--- src/rtl/stft_frame_tx.sv ---
// STFT frame transmitter: latches one N-word frame in a single cycle
// and streams it out word by word over a valid/ready handshake.
module stft_frame_tx #(
  parameter int WL = 16,
  parameter int N  = 8,
  parameter int CW = 3
) (
  input  logic            iCLK,
  input  logic            iRSTn,
  input  logic            iCLR,
  input  logic            iLOAD,
  input  logic [N*WL-1:0] iFRAME,
  input  logic            iREADY,
  output logic            oVALID,
  output logic [WL-1:0]   oDATA,
  output logic [CW-1:0]   oIDX,
  output logic            oLAST,
  output logic            oBUSY,
  output logic            oDONE
);

  typedef enum logic {
    IDLE,
    SEND
  } state_e;

  localparam logic [CW-1:0] LAST_IDX = CW'(N - 1);

  state_e            state_q, state_d;
  logic [CW-1:0]     cnt_q, cnt_d;
  logic [N*WL-1:0]   bank_q, bank_d;
  logic              done_q, done_d;

  always_ff @(posedge iCLK or negedge iRSTn) begin
    if (!iRSTn) begin
      state_q <= IDLE;
      cnt_q   <= '0;
      bank_q  <= '0;
      done_q  <= 1'b0;
    end else begin
      state_q <= state_d;
      cnt_q   <= cnt_d;
      bank_q  <= bank_d;
      done_q  <= done_d;
    end
  end

  always_comb begin
    state_d = state_q;
    cnt_d   = cnt_q;
    bank_d  = bank_q;
    done_d  = 1'b0;
    if (iCLR) begin
      state_d = IDLE;
      cnt_d   = '0;
      bank_d  = '0;
    end else begin
      unique case (state_q)
        IDLE: begin
          if (iLOAD) begin
            bank_d  = iFRAME;
            cnt_d   = '0;
            state_d = SEND;
          end
        end
        SEND: begin
          if (iREADY) begin
            if (cnt_q == LAST_IDX) begin
              state_d = IDLE;
              cnt_d   = '0;
              done_d  = 1'b1;
            end else begin
              cnt_d = cnt_q + CW'(1);
            end
          end
        end
        default: begin
          state_d = IDLE;
        end
      endcase
    end
  end

  // Outputs depend only on registered state; zero-filled while idle.
  always_comb begin
    oVALID = 1'b0;
    oBUSY  = 1'b0;
    oDATA  = '0;
    oIDX   = '0;
    oLAST  = 1'b0;
    if (state_q == SEND) begin
      oVALID = 1'b1;
      oBUSY  = 1'b1;
      oDATA  = bank_q[cnt_q*WL +: WL];
      oIDX   = cnt_q;
      oLAST  = (cnt_q == LAST_IDX);
    end
  end

  assign oDONE = done_q;

endmodule

--- config.mk ---
export PLATFORM = sky130hd
export DESIGN_NAME = stft_frame_tx
export DESIGN_NICKNAME = d
export VERILOG_FILES = /design/src/rtl/stft_frame_tx.sv
export SDC_FILE = /design/constraint.sdc
export NUM_CORES = 1
export LEC_CHECK = 0
export ABC_AREA = 1
export BUFFER_PORTS_ARGS = -buffer_cell sky130_fd_sc_hd__buf_2
export CELL_PAD_IN_SITES_DETAIL_PLACEMENT = 1
export CELL_PAD_IN_SITES_GLOBAL_PLACEMENT = 1
export CORE_ASPECT_RATIO = 0.7
export CORE_MARGIN = 5
export CORE_UTILIZATION = 35
export DETAILED_ROUTE_END_ITERATION = 16
export PLACE_DENSITY_LB_ADDON = 0.1
export SYNTH_ARGS = -nofsm -noshare
export SYNTH_HDL_FRONTEND = slang
export SYNTH_SLANG_ARGS = --single-unit
--- constraint.sdc ---
create_clock -name iCLK -period 1.2 [get_ports iCLK]
set_input_delay 0.24 -clock iCLK [delete_from_list [all_inputs] [get_ports iCLK]]
set_output_delay 0.24 -clock iCLK [all_outputs]
set_load 0.03 [all_outputs]
---- After elaboration in Yosys (flattened, before gate mapping) ----
Index checks and enable logic that the tools add are counted.
operators by class
  muxes and demuxes ....................... 21
  shifts and indexed selects .............. 1
  equal/unequal tests ..................... 4
  add/sub/neg operators ................... 1
  bitwise logic cells ..................... 1
  reductions and logical operators ........ 3
operators by type and width
  kind                                                            number
  128-bit 2-to-1 mux                                              3
  128-bit by 8-bit variable part select with 16-bit output        1
  16-bit 2-to-1 mux                                               1
  3-bit 2-to-1 mux                                                5
  1-bit 2-to-1 mux                                                10
  3-bit inequality test (second input constant)                   2
  3-bit case mux with 2 select lines                              1
  2-bit AND reduction                                             2
  3-bit by 1-bit adder with 3-bit output (second input constant)  1
  3-bit equality test (second input constant)                     1
  2-bit inequality test (second input constant)                   1
  1-bit case mux with 2 select lines                              1
  2-bit nonzero test                                              1
  1-bit inverter                                                  1
word-level totals
  input port bits ......................... 133
  output and inout bits ................... 23
  logic and storage cells ................. 35
  bits in registers ....................... 133

---- Depth between registers and ports, before layout ----
  depth after elaboration ................. 5
  depth in mapped cells ................... 8

---- Worst setup path before layout ----
Ideal clock, no wire load.
  path type ............................... register -> output
  start ................................... register state_q
  end ..................................... output oDATA[10]
  data arrival time ....................... 1492 ps
  path slack .............................. -532 ps
  stages on the path, launching flop included .. 7
  data required time ...................... 960 ps
  cells stage by stage .................... dfrtp_1 -> buf_4 -> nand2_1 -> inv_2 -> buf_2 -> nand2_1 -> nand2_1
between the ends
  word-level cells in the longest chain between the ends .. 1
ends and longest elaborated chain
  what                    RTL line  source
  from (decl)             29        state_e state_q, state_d;
  from (signal assigned)  41        state_q <= state_d;
  16-bit 2-to-1 mux       91        if (state_q == SEND) begin
  to (decl)               15        output logic [WL-1:0] oDATA,
No other way between the ends.

---- Final worst setup path ----
  start ................................... register cnt_q[0]
  end ..................................... output oDATA[11]
between the ends
  word-level cells in the longest chain between the ends .. 2
ends and longest elaborated chain
  what                                                      RTL line  source
  from (decl)                                               30        logic [CW-1:0] cnt_q, cnt_d;
  from (signal assigned)                                    42        cnt_q <= cnt_d;
  128-bit by 8-bit variable part select with 16-bit output  94        oDATA = bank_q[cnt_q*WL +: WL];
  16-bit 2-to-1 mux                                         91
No other way between the ends.

==> results by group <==
Worst setup path
  • Crit end category: primary output
  • WS Path Type: reg -> out
  • Worst setup SP type: register
  • Worst path max stage delay: 430 ps
  • Worst EP required: 960 ps
  • Cell Chain, Critical Path: clkinv_4 > buf_12 > buf_16 > nand2_2 > nand3_2 > nand2_2 > nand2_2 > nand2_4 > buf_6
  • Most frequent CP cell: nand2_2
  • CP max-delay cell: dfrtp_2
  • Arrival @ worst endpoint: 1930 ps
  • Worst-path maximum fanout: 10

Yosys
  • Post-Synthesis Cells: 890
  • Yosys reg bits: 133
  • Syn Nets: 1025
  • Sequential area share after synthesis: 48.75%
  • Mean post-synth cell area: 7.670 sq um
  • Yosys warnings: 0
  • Synth cell types: 18
  • Netlist Area Pre-Place: 6827 sq um

Final layout
  • Layout Cells excl Fill: 1466
  • Nets@finish: 1323
  • Synth-to-Final Area Change: 91.31%
  • Commonest non-fill, non-tap cell in the layout: buf_2
  • FILL cells: 2025
  • Most frequent cells in the layout: 131 x buf_2, 130 x inv_1, 129 x dfrtp_1
  • Share of cells above drive strength 1: 64.70%

Global routing
  • Global-route wire length before repair: 59220 microns
  • Vias in the first global route: 9169
  • Antenna violations before repair: 1
  • Largest net degree at the start of global routing: 63
  • GRT Total Usage: 35.55%
  • Total gr overflow: 0

STA
  • Final setup margin: -969.4 ps
  • RSZ-0062 raised after global routing: yes
  • Final setup fails: 156
  • Clock Skew: 9.514 ps
  • Fmax: 460.9 MHz
  • Fin crit period: 2169 ps
  • Fin. Hold Viols: 0
  • Tcrit/Tclk final: 180.8%
  • Worst Max-Slew Pin Slew: 551.1 ps
  • Max_slew headroom: 63.26%
  • WHS: 19.88 ps
  • Max-slew violation count: 0

Detailed routing
  • DRT iter0 DRCs: 940
  • Residual DRC: 0
  • DRT Wirelength: 44680 microns
  • Routed vias: 8468
  • First drt pass iteration count: 5
  • Drt wl/cell: 30.48 microns
  • Post-DRT Antenna Nets: 0
  • Vias/cell: 5.776

Flow run
  • Max cap viols: 0

Die
  • Starting Density: 35.89%
  • Core ar.: 19020 sq um
  • IO Pins: 156
  • Chip height: 126.8 microns
  • Core Rows: 42
  • Die area: 22440 sq um
  • Die Span X: 176.9 microns

Placement
  • DP Cell Count: 1368
  • Dpl hpwl: 18890 microns
  • PortBufs: 155
  • Gpl congestion: 0.8480

Status
  • Status: finished with violations
  • Failing checks: setup timing

Clocking
  • CTS tree: done
  • Inserted Clock Buffers: 17
  • CTS clk-pin slew, worst paths: 70 ps
  • CTS sink cnt: 133
  • Root Driver: clkbuf_16
  • Buffer depth of the longest clock path: 2
  • Worst skew pair latency: 450 ps
  • H-Tree Depth: 4

Worst hold path
  • Hold Path Class: in -> reg

Power and ir drop
  • Leak Pwr: 6.005 nW
  • Sequential share of power: 32.9%
  • Sw Share: 34.60%
  • Cell Pwr Density: 1132 nW/um^2
  • Max VDD drop: 1.151 mV
  • Clk network pwr share: 37.5%
  • Logic pwr share: 29.6%
  • Internal: 9.665 mW
  • Sw Pwr: 5.114 mW
layout make-up:
cell class | instances | area, sq um | share of cell area (%)
flip-flops and latches | 133 | 3333 | 25.52
well taps | 264 | 330.3 | 2.529
repair inverters | 2 | 31.28 | 0.2395
multi-input cells | 552 | 4641 | 35.53
clock buffers | 19 | 442.9 | 3.391
clock inverters | 13 | 147.6 | 1.130
inverters | 138 | 553.0 | 4.235
repair buffers | 344 | 3578 | 27.40
diodes | 1 | 2.502 | 0.01916
final timing paths:
| kind | cells after the start | start | slack, ps | end |
|---|---|---|---|---|
| setup / recovery | 9 | cnt_q[0]$_DFFE_PN0P_ | -970 | oDATA[11] |
| hold / removal | 3 | iFRAME[47] | 20 | bank_q[47]$_DFFE_PN0P_ |
| setup reg to reg | 10 | state_q$_DFF_PN0_ | -580 | bank_q[58]$_DFFE_PN0P_ |
| hold reg to reg | 2 | bank_q[112]$_DFFE_PN0P_ | 550 | bank_q[112]$_DFFE_PN0P_ |
| max in group asynchronous | 3 | iRSTn | 450 | bank_q[1]$_DFFE_PN0P_ |
| min in group asynchronous | 2 | iRSTn | 200 | bank_q[76]$_DFFE_PN0P_ |
synthesized netlist by cell type:
master / n / area share (%)
nand2_1: 218 / 12
nand3_1: 194 / 14
dfrtp_1: 133 / 49
inv_1: 132 / 7.3
o21ai_1: 120 / 8.8
buf_2: 26 / 1.9
buf_4: 22 / 2.4
buf_6: 12 / 2.0
o21ai_0: 10 / 0.73
clkbuf_1: 7 / 0.38
inv_2: 6 / 0.33
ha_1: 2 / 0.37
nand4_1: 2 / 0.18
nor2_4: 2 / 0.33
a21oi_1: 1 / 0.073
nor2_2: 1 / 0.092
nor3_1: 1 / 0.073
nor3b_1: 1 / 0.11
power by group through the flow:
stage,registers [mW],logic [mW],clock network (mW)
floorplan,4.88,1.19,0
global route,4.88,4.50,5.69
detailed placement,4.90,2.24,0
finish,4.86,4.37,5.55
CTS,4.82,3.65,5.34
global placement,4.88,2.21,0
flip-flops by register name, summed over array words and instances, names as in the netlist:
name and count:
bank_q 128, state_q 1, oDONE 1, cnt_q 3
logic make-up after synthesis:
group / Yosys count / share of synthesized area (%)
and+or+nand+nor: 419 / 27.00
buffers and inverters: 205 / 14.28
DFF: 133 / 48.75
AOI/OAI and AO/OA: 131 / 9.604
adders and majority gates: 2 / 0.3665
routing by layer:
layer  GRT usage, %  share of wire [%]  up-vias  routed length [microns]
met1          47.91                 41     4257                    18140
met5              0               0.14        -                       62
li1               -                  -     3460                        -
met3          13.09                 10      163                     4670
met4          11.96                4.4        2                     1982
met2          53.09                 44      586                    19820
critical path: cells and delay by family (launching register included):
kind / cells / cell delay [ps]
AND/OR/NAND/NOR: 5 / 470
buffers and inverters: 4 / 560
flip-flops: 1 / 430
per-stage QoR:
stage | cell area [sq um] | setup WS, ps | TNS, ps | total power, mW | utilization (%)
after CTS | 12190 | -808.9 | -66420 | 13.80 | 64.10
after global routing | 13060 | -998.6 | -85450 | 15.06 | 68.65
after detailed placement | 8815 | -486.4 | -22770 | 7.144 | 46.34
final | 13060 | -969.4 | -81980 | 14.78 | 68.65
after global placement | 8815 | -478.1 | -20390 | 7.092 | 46.34
after floorplan | 7003 | -174.8 | -7924 | 6.065 | -
repair_timing:
item,in CTS,in global routing
setup buffers,31,12
endpoints found under the hold margin,133,0
endpoints found under the setup margin,156,156
pin swaps,18,38
gates resized for setup,369,242
hold buffers,1,0
cloned,39,0
No activity file was read; power rests on OpenSTA's default activity.
